File: src/rtl/echo_capture_frame.sv
// rtl/echo_capture_frame.sv - delayed multi-sample echo frame capture with overrun accounting; optional peak search under PEAK_DETECT_EN
module echo_capture_frame #(
    parameter int SAMPLE_W  = 16,
    parameter int N_SAMPLES = 25,
    parameter int DELAY_W   = 8
) (
    input  logic                          clk,
    input  logic                          rst,
    input  logic                          send_en,
    input  logic                          abort,
    input  logic [DELAY_W-1:0]            delay_cnt,
    input  logic [SAMPLE_W-1:0]           rx_data,
    output logic [SAMPLE_W*N_SAMPLES-1:0] frame_data,
    output logic                          frame_valid,
    output logic                          busy,
    output logic [7:0]                    overrun_cnt,
    output logic [SAMPLE_W-1:0]           peak_val,
    output logic [7:0]                    peak_idx
);

    typedef enum logic [1:0] {
        IDLE,
        DELAY,
        CAPTURE,
        DONE
    } state_t;

    localparam logic [7:0] LAST_SLOT = 8'(N_SAMPLES - 1);

    state_t                          state_q;
    state_t                          state_d;
    logic [DELAY_W-1:0]              dly_q;
    logic [DELAY_W-1:0]              dly_cnt_q;
    logic [7:0]                      slot_q;
    logic [SAMPLE_W*N_SAMPLES-1:0]   shadow_q;
    logic                            cap_en;
    logic                            start;

    // An accepted trigger: abort in the same IDLE cycle drops it silently
    assign start = (state_q == IDLE) && send_en && !abort;
    assign busy  = (state_q != IDLE);

    // State register
    always_ff @(posedge clk or negedge rst) begin
        if (!rst) begin
            state_q <= IDLE;
        end else begin
            state_q <= state_d;
        end
    end

    // Next state and capture enable; the final DELAY edge already samples slot 0 so D=0 captures on the first edge after the trigger
    always_comb begin
        state_d = state_q;
        cap_en  = 1'b0;
        case (state_q)
            IDLE: begin
                if (start) begin
                    state_d = DELAY;
                end
            end
            DELAY: begin
                if (dly_cnt_q == dly_q) begin
                    cap_en  = 1'b1;
                    state_d = (slot_q == LAST_SLOT) ? DONE : CAPTURE;
                end
            end
            CAPTURE: begin
                cap_en  = 1'b1;
                state_d = (slot_q == LAST_SLOT) ? DONE : CAPTURE;
            end
            DONE: begin
                state_d = IDLE;
            end
            default: begin
                state_d = IDLE;
            end
        endcase
        if (abort && (state_q != IDLE)) begin
            state_d = IDLE;
            cap_en  = 1'b0;
        end
    end

    // Delay/slot counters, shadow buffer, frame publication and overrun counting
    always_ff @(posedge clk or negedge rst) begin
        if (!rst) begin
            dly_q       <= '0;
            dly_cnt_q   <= '0;
            slot_q      <= '0;
            shadow_q    <= '0;
            frame_data  <= '0;
            frame_valid <= 1'b0;
            overrun_cnt <= '0;
        end else begin
            frame_valid <= 1'b0;
            if (start) begin
                dly_q     <= delay_cnt;
                dly_cnt_q <= '0;
                slot_q    <= '0;
            end
            if ((state_q == DELAY) && (dly_cnt_q != dly_q)) begin
                dly_cnt_q <= dly_cnt_q + DELAY_W'(1);
            end
            if (cap_en) begin
                shadow_q[slot_q*SAMPLE_W +: SAMPLE_W] <= rx_data;
                slot_q                                <= slot_q + 8'd1;
            end
            if ((state_q == DONE) && !abort) begin
                frame_data  <= shadow_q;
                frame_valid <= 1'b1;
            end
            if (send_en && (state_q != IDLE) && (overrun_cnt != 8'hFF)) begin
                overrun_cnt <= overrun_cnt + 8'd1;
            end
        end
    end

`ifdef PEAK_DETECT_EN
    logic [SAMPLE_W-1:0] run_max_q;
    logic [7:0]          run_idx_q;

    // Running unsigned max; strict compare keeps the earliest index on ties
    always_ff @(posedge clk or negedge rst) begin
        if (!rst) begin
            run_max_q <= '0;
            run_idx_q <= '0;
            peak_val  <= '0;
            peak_idx  <= '0;
        end else begin
            if (cap_en && ((slot_q == 8'd0) || (rx_data > run_max_q))) begin
                run_max_q <= rx_data;
                run_idx_q <= slot_q;
            end
            if ((state_q == DONE) && !abort) begin
                peak_val <= run_max_q;
                peak_idx <= run_idx_q;
            end
        end
    end
`else
    assign peak_val = '0;
    assign peak_idx = '0;
`endif

endmodule

File: config.mk
export PLATFORM = sky130hd
export DESIGN_NAME = echo_capture_frame
export DESIGN_NICKNAME = d
export VERILOG_FILES = /design/src/rtl/echo_capture_frame.sv
export SDC_FILE = /design/constraint.sdc
export NUM_CORES = 1
export LEC_CHECK = 0
export CELL_PAD_IN_SITES_DETAIL_PLACEMENT = 2
export CELL_PAD_IN_SITES_GLOBAL_PLACEMENT = 2
export CORE_MARGIN = 5
export CORE_UTILIZATION = 37
export DETAILED_ROUTE_END_ITERATION = 7
export PLACE_DENSITY = 0.88
export SKIP_CTS_REPAIR_TIMING = 1
export SLEW_MARGIN = 20
export SYNTH_ARGS = -nofsm -noshare
export SYNTH_HDL_FRONTEND = slang
export SYNTH_SLANG_ARGS = --single-unit
File: constraint.sdc
create_clock -name clk -period 3.9 [get_ports clk]
set_input_delay 0.78 -clock clk [delete_from_list [all_inputs] [get_ports clk]]
set_output_delay 0.78 -clock clk [all_outputs]
set_load 0.02 [all_outputs]
# == Yosys cells after proc, flatten, opt, wreduce, memory -nomap -nowiden ==
# Index checks and enable logic that the tools add are counted.
# op_classes
magnitude_cmp,0
n_shift,2
eq_ne,9
n_div,0
n_mul,0
n_reduce_logical,13
muxes,13
n_bitwise,0
addsub,4
# op_table
cell,n
400-bit bitwise mux,1
"16-bit by 34-bit variable shift with 400-bit output, first input constant",1
16-bit by 34-bit variable part select with 400-bit output,1
12-bit negation with 34-bit output,1
"8-bit by 1-bit adder with 8-bit output, second input constant",3
8-bit two-way mux,3
"8-bit by 5-bit == test with 1-bit output, second input constant",1
8-bit == test,1
8-bit != test,1
"8-bit != test, second input constant",1
2-bit one-hot mux with 4 select lines,1
1-bit logical AND,7
2-bit two-way mux,3
2-bit nonzero test,3
"2-bit == test, second input constant",2
1-bit two-way mux,4
"3-bit by 2-bit != test with 1-bit output, second input constant",1
"3-bit != test, second input constant",1
"2-bit by 1-bit == test with 1-bit output, second input constant",1
2-bit logical NOT,1
1-bit one-hot mux with 2 select lines,1
2-bit AND reduction,1
1-bit logical NOT,1
# totals
regBits,835
mem_bits_rw,0
memories,0
inputBits,28
rom_bits,0
latchBits,0

# == Longest topological paths before layout ==
# Gate-level depths: netlist (run 1).
# logic_depth
ltp_word,6
depth_mapped,13
ltp_nobuf,10

# == Worst setup path after synthesis (run 1) ==
# OpenSTA, ideal clock, no wires.
# synth_timing
path_type,register to register
from,reg slot_q[1]
to,reg shadow_q[262]
path_stages_with_launch,14
arrival_ns,2.950
setup_slack_ns,0.822
synth_period_minus_slack_ns,3.078
setup_ns,0.127
cell_sequence,dfrtp_1 -> clkbuf_1 -> nor3_1 -> nand2b_1 -> nor4_1 -> ha_1 -> nor2b_1 -> clkbuf_1 -> nand3_1 -> nor4b_2 -> and3_1 -> buf_4 -> buf_6 -> mux2_1
# synth_via
elab_chain_cells,3
# synth_lines
item,line,text
from (decl),34,logic [7:0] slot_q;
from (signal assigned),107,slot_q <= slot_q + 8'd1;
12-bit negation with 34-bit output *,106,shadow_q[slot_q*SAMPLE_W +: SAMPLE_W] <= rx_data;
16-bit by 34-bit variable part select with 400-bit output or 16-bit by 34-bit variable shift with 400-bit output (tied branches),106,
400-bit bitwise mux *,106,
"to (signal, indexed assignment)",106,
to (decl),35,logic [SAMPLE_W*N_SAMPLES-1:0] shadow_q;
# Every way passes the cells marked *; elsewhere a longest branch is shown, timed or not.
# A chain may end at the register's enable or synchronous reset.

# == Worst setup path in the final report (run 1) ==
# layout_timing
from,reg slot_q[0]
to,reg shadow_q[357]
# Same word-level chain as after synthesis.

==> flow_metrics.env, run 1 <==
export IMPL_slew_headroom=0.237
export IMPL_synth_adder_area_share=0.00374
export IMPL_design_area_um2=42500
export IMPL_status="complete, no violations"
export IMPL_peakVddDrop_mv=0.369
export IMPL_endpoint_kind="flop"
export IMPL_ys_ff_latch=835
export IMPL_area_delta_synth_final_pct=27.1
export IMPL_max_freq_mhz=280
export IMPL_synth_top_family_by_area="multiplexers"
export IMPL_synth_main_ff_cell="dfrtp_1"
export IMPL_clockPowerShare=0.416
export IMPL_post_route_period_util=0.916
export IMPL_drt_pass1_iterations=5
export IMPL_internal_power_mw=15.9
export IMPL_switching_share=0.277
export IMPL_start_kind="flop"
export IMPL_wl_per_cell_um=29.0
export IMPL_grtUsageTotal=0.267
export IMPL_synth_edff_count=0
export IMPL_synth_area_top_cells="dfrtp_1 63%, mux2_2 14%, nand2_1 6.6%"
export IMPL_antenna_found_initial=4
export IMPL_portBuffers=437
export IMPL_synth_mux_area_frac=0.164
export IMPL_clock_path_buffers=3
export IMPL_grt_max_degree=121
export IMPL_io_pin_count=462
export IMPL_power_switching_mw=6.09
export IMPL_path_clk_slew_ns=0.06
export IMPL_yosysSeqAreaShare=0.625
export IMPL_grt_pass1_vias=28400
export IMPL_r2r_cells=8
export IMPL_synth_xor_area_frac=0.00734
export IMPL_rows=110
export IMPL_comb_power_share=0.148
export IMPL_vias=24400
export IMPL_synthSimpleGateAreaFrac=0.103
export IMPL_cts_sinks=835
export IMPL_synth_compound_area_share=0.0593
export IMPL_die_y_um=311
export IMPL_viasPerCell=5.39
export IMPL_clockRootBuffer="clkbuf_16"
export IMPL_dpl_worst_slack_ns=0.157
export IMPL_final_hold_viol_count=0
export IMPL_ys_types=59
export IMPL_hpwl_mm=84.2
export IMPL_synthArstFlopShare=1.00
export IMPL_start_util=0.372
export IMPL_drive_above_1_share=0.214
export IMPL_path_class="reg2reg"
export IMPL_regArea_um2=20900
export IMPL_syn_avg_cell_area_um2=11.8
export IMPL_tns_ns=0
export IMPL_h_tree_depth=3
export IMPL_p_seq_frac=0.436
export IMPL_cp_max_fo=16
export IMPL_finalSetupViolCount=0
export IMPL_cts_buffers=92
export IMPL_antenna_left=0
export IMPL_gp_congestion=0.791
export IMPL_grt_pass1_wl_mm=196
export IMPL_die_x_um=311
export IMPL_max_cap_violations=0
export IMPL_netlist_instances=2829
export IMPL_leakagePower_nw=19.2
export IMPL_drt_iter0_drc=1368
export IMPL_multi_input_comb_area_um2=11400
export IMPL_hold_path_class="in2async"
export IMPL_worst_pin_slew_ns=1.14
export IMPL_post_synth_top_count_cell="dfrtp_1"
export IMPL_drcViolationCount=0
export IMPL_slew_viol_final=0
export IMPL_cts_tree="done"
export IMPL_cp_arrival_ns=4.11
export IMPL_drt_total_wl_mm=131
export IMPL_coreArea_um2=89900
export IMPL_synthesis_area_um2=33400
export IMPL_n_fill_cell=8753
export IMPL_grt_setup_unrepaired="false"
export IMPL_synthTopCellsByCount="835 x dfrtp_1, 591 x nand2_1, 424 x mux2_2, 330 x o21ai_0, 154 x clkbuf_1"
export IMPL_power_density_nw_per_um2=517
export IMPL_clock_latency_ns=0.66
export IMPL_critPathRequiredTime_ns=4.44
export IMPL_yosys_warnings=0
export IMPL_place_area_um2=39300
export IMPL_fin_crit_ns=3.57
export IMPL_hold_worst_slack_ns=0.164
export IMPL_yosys_area_top_type="dfrtp_1"
export IMPL_die_area_um2=96400
export IMPL_synth_top_area_share=0.625
export IMPL_finalClockSkew_ns=0.0360
export IMPL_grt_overflow_total=0
export IMPL_fin_nets=3314
export IMPL_setup_slack_ns=0.326
[worst max-delay path: stages (launching register included)]
cell and delay, ns:
dfrtp_1 0.59, inv_1 0.12, ha_1 0.32, o21ba_2 0.28
nor3_1 0.10, nor2_1 0.65, and4_1 0.41, nand3_1 0.53
o21ai_0 0.43
[layer usage]
layer,vias up,global-route usage,share of wire
met1,13000,0.323,0.39
met2,776,0.477,0.52
li1,10400,-,-
met5,-,0,0
met4,0,0.0948,0.036
met3,258,0.0540,0.052
[power groups by stage]
stage          combinational [mW]  sequential [mW]  clock (mW)
2_1_floorplan                1.29             9.94           0
3_3_place_gp                 3.09             9.65           0
3_5_place_dp                 3.22             9.70           0
4_1_cts                      3.29             9.57        9.31
5_1_grt                      3.47             9.62        9.70
6_report                     3.25             9.57        9.13
[worst paths after layout]
check | endpoint | slack, ns | startpoint
worst min-delay path | frame_data[109] | 0.16 | rst
worst max register to register | shadow_q[357] | 0.33 | slot_q[0]
max in group asynchronous | frame_data[201] | 2.69 | rst
min in group clk | shadow_q[108] | 0.48 | shadow_q[108]
worst min register to register | shadow_q[108] | 0.48 | shadow_q[108]
worst max-delay path | shadow_q[357] | 0.33 | slot_q[0]
[logic make-up after synthesis]
kind of cell	Yosys count
flops	835
simple gates	801
mux	492
compound gates	377
buf+inv	285
xor+xnor	28
fa+ha+maj	10
other cells	1
[per-stage QoR]
step / util / power [mW] / cells
after floorplan: - / 11.2 / 2852
after global placement: 0.437 / 12.7 / 4358
after detailed placement: 0.437 / 12.9 / 4358
after CTS: 0.472 / 22.2 / 4523
after global routing: 0.472 / 22.8 / 4523
final: 0.472 / 22.0 / 4526
[registers in the layout (all words and copies together) (netlist names)]
signal / count
frame_valid: 1
shadow_q: 400
overrun_cnt: 8
dly_cnt_q: 8
dly_q: 8
slot_q: 8
frame_data: 400
state_q: 2
[final cells by class]
cell class | instances | share of cell area
clock inverters | 29 | 0.00908
multi-input cells | 1732 | 0.269
inverters | 75 | 0.00663
clock buffers | 136 | 0.0648
repair buffers | 540 | 0.123
well taps | 1176 | 0.0347
diodes | 3 | 0.000177
flip-flops and latches | 835 | 0.492
[cells in the final DEF, fill, tap and decap left out, types with 23 or more instances in the layout]
cell	netlist	layout
conb_1	1	24
buf_4	28	90
o21ai_0	330	329
nand4_1	24	24
clkbuf_16	0	94
clkbuf_8	0	24
clkdlybuf4s50_1	0	420
nor2_1	23	23
mux2i_1	48	48
nand2_1	591	591
dfrtp_1	835	835
inv_1	75	75
nand3_1	57	57
mux2_2	424	424
(Power assumes the default switching activity.)
==> inputs of run 2 (changes only) <==
PLACE_DENSITY = 0.83   (was 0.88)
==> run 2 against run 1 <==
Routed wire length down 2.6%. Combinational power about the same. First-iteration DRC count increased by 6.3%. Setup slack worse by 0.21 ns. Power is 1.1% lower. Final cell count shrank 0.22%. Die area unchanged. Core utilization down 0.14 points. Global-route usage down 0.82 points. Final area shrank 0.30%. Flip-flop and latch count did not move. Highest routed layer is now met5. Register-to-register slack worse by 0.21 ns.
==> flow_metrics.env, run 2 (synthesis results as in run 1) <==
export IMPL_switching_share=0.282
export IMPL_wl_met3_mm=6.52
export IMPL_grt_max_degree=116
export IMPL_die_x_um=311
export IMPL_dpl_worst_slack_ns=0.0518
export IMPL_design_area_um2=42300
export IMPL_hpwl_mm=84.5
export IMPL_leakagePower_nw=19.1
export IMPL_area_delta_synth_final_pct=26.7
export IMPL_viasPerCell=5.38
export IMPL_finalSetupViolCount=0
export IMPL_path_clk_slew_ns=0.07
export IMPL_drt_total_wl_mm=128
export IMPL_r2r_start="slot_q[1]"
export IMPL_met2_length_mm=66.0
export IMPL_status="complete, no violations"
export IMPL_place_area_um2=39300
export IMPL_max_freq_mhz=265
export IMPL_r2r_cells=8
export IMPL_start_kind="flop"
export IMPL_wl_per_cell_um=28.3
export IMPL_cts_tree="done"
export IMPL_drive_above_1_share=0.212
export IMPL_hold_path_class="in2async"
export IMPL_met1_length_mm=50.9
export IMPL_final_cell_mix="835 x dfrtp_1, 591 x nand2_1, 424 x mux2_2"
export IMPL_r2r_end="shadow_q[16]"
export IMPL_top_layer="met5"
export IMPL_path_cells="inv_1 -> ha_1 -> nor3b_1 -> mux2_2 -> nor3_1 -> and4_1 -> nand3_1 -> o21ai_0"
export IMPL_antenna_left=0
export IMPL_io_pin_count=462
export IMPL_path_class="reg2reg"
export IMPL_post_route_period_util=0.969
export IMPL_portBuffers=437
export IMPL_vias=24300
export IMPL_power_density_nw_per_um2=513
export IMPL_startpoint="slot_q[1]"
export IMPL_antenna_found_initial=3
export IMPL_clockPowerShare=0.410
export IMPL_n_fill_cell=8806
export IMPL_clockRootBuffer="clkbuf_16"
export IMPL_rows=110
export IMPL_grt_overflow_total=0
export IMPL_cp_slowest_cell="nand3_1"
export IMPL_max_cap_violations=0
export IMPL_antennaDiodeCount=0
export IMPL_grt_pass1_vias=28200
export IMPL_fin_nets=3305
export IMPL_cpPeakStageDelay_ns=0.63
export IMPL_die_y_um=311
export IMPL_gp_congestion=0.845
export IMPL_drt_iter0_drc=1454
export IMPL_peakVddDrop_mv=0.408
export IMPL_p_seq_frac=0.441
export IMPL_endpoint_kind="flop"
export IMPL_final_hold_viol_count=0
export IMPL_start_util=0.372
export IMPL_clock_latency_ns=0.66
export IMPL_crit_end="shadow_q[16]"
export IMPL_coreArea_um2=89900
export IMPL_slew_headroom=0.255
export IMPL_drt_pass1_iterations=5
export IMPL_power_switching_mw=6.12
export IMPL_cts_sinks=835
export IMPL_h_tree_depth=3
export IMPL_critPathRequiredTime_ns=4.44
export IMPL_top_regs="frame_data x400, shadow_q x400"
export IMPL_cts_buffers=93
export IMPL_finalClockSkew_ns=0.0416
export IMPL_grtUsageTotal=0.259
export IMPL_comb_power_share=0.149
export IMPL_grt_setup_unrepaired="true"
export IMPL_setup_slack_ns=0.121
export IMPL_grt_pass1_wl_mm=192
export IMPL_cp_max_fo=16
export IMPL_rrSetupSlack_ns=0.12
export IMPL_cp_arrival_ns=4.32
export IMPL_slew_viol_final=0
export IMPL_clock_path_buffers=3
export IMPL_fin_crit_ns=3.78
export IMPL_die_area_um2=96400
export IMPL_worst_pin_slew_ns=1.12
export IMPL_drcViolationCount=0
export IMPL_layout_commonest_cell="dfrtp_1"
export IMPL_internal_power_mw=15.6
## run 2: how the worst min path moves through the flow
stage / start / endpoint / depth (start not counted)
finish: rst / shadow_q[217] / 1
global route: rst / shadow_q[219] / 1
CTS: rst / shadow_q[216] / 1
global placement: shadow_q[180] / shadow_q[180] / 2
floorplan: shadow_q[100] / shadow_q[100] / 2
detailed placement: shadow_q[33] / shadow_q[33] / 2
## run 2: critical path: cells and delay by family (launching register included)
kind | cells | cell delay (ns)
compound gates | 1 | 0.48
fa+ha+maj | 1 | 0.35
buf+inv | 1 | 0.12
flops | 1 | 0.57
mux | 1 | 0.39
simple gates | 4 | 1.78
## run 2: per-layer routing
metal	vias to the layer above	track usage
met2	720	0.466
met1	13000	0.314
met3	231	0.0495
met4	2	0.0847
li1	10300	-
met5	-	0
## run 2: power groups by stage
stage,Combinational (mW),Sequential (mW),Clock [mW]
2_1_floorplan,1.29,9.94,0
3_3_place_gp,3.04,9.66,0
3_5_place_dp,3.20,9.70,0
4_1_cts,3.27,9.57,9.07
5_1_grt,3.45,9.62,9.47
6_report,3.24,9.57,8.91
## run 2: cell type report
cell class / instances / area [µm²] / area share
Clock buffer: 127 / 2600 / 0.0613
Sequential cell: 835 / 20900 / 0.494
Tap cell: 1176 / 1470 / 0.0348
Multi-Input combinational cell: 1732 / 11500 / 0.270
Inverter: 75 / 282 / 0.00665
Timing Repair Buffer: 530 / 5170 / 0.122
Clock inverter: 41 / 465 / 0.0110
## run 2: stage by stage
stage | hold slack, ns | power (mW) | instances | utilization | setup TNS (ns)
2_1_floorplan | 0.444 | 11.2 | 2852 | - | 0
4_1_cts | 0.178 | 21.9 | 4516 | 0.471 | 0
6_report | 0.182 | 21.7 | 4516 | 0.471 | 0
5_1_grt | 0.209 | 22.5 | 4516 | 0.471 | -0.319
3_5_place_dp | 0.467 | 12.9 | 4348 | 0.437 | 0
3_3_place_gp | 0.455 | 12.7 | 4348 | 0.437 | 0
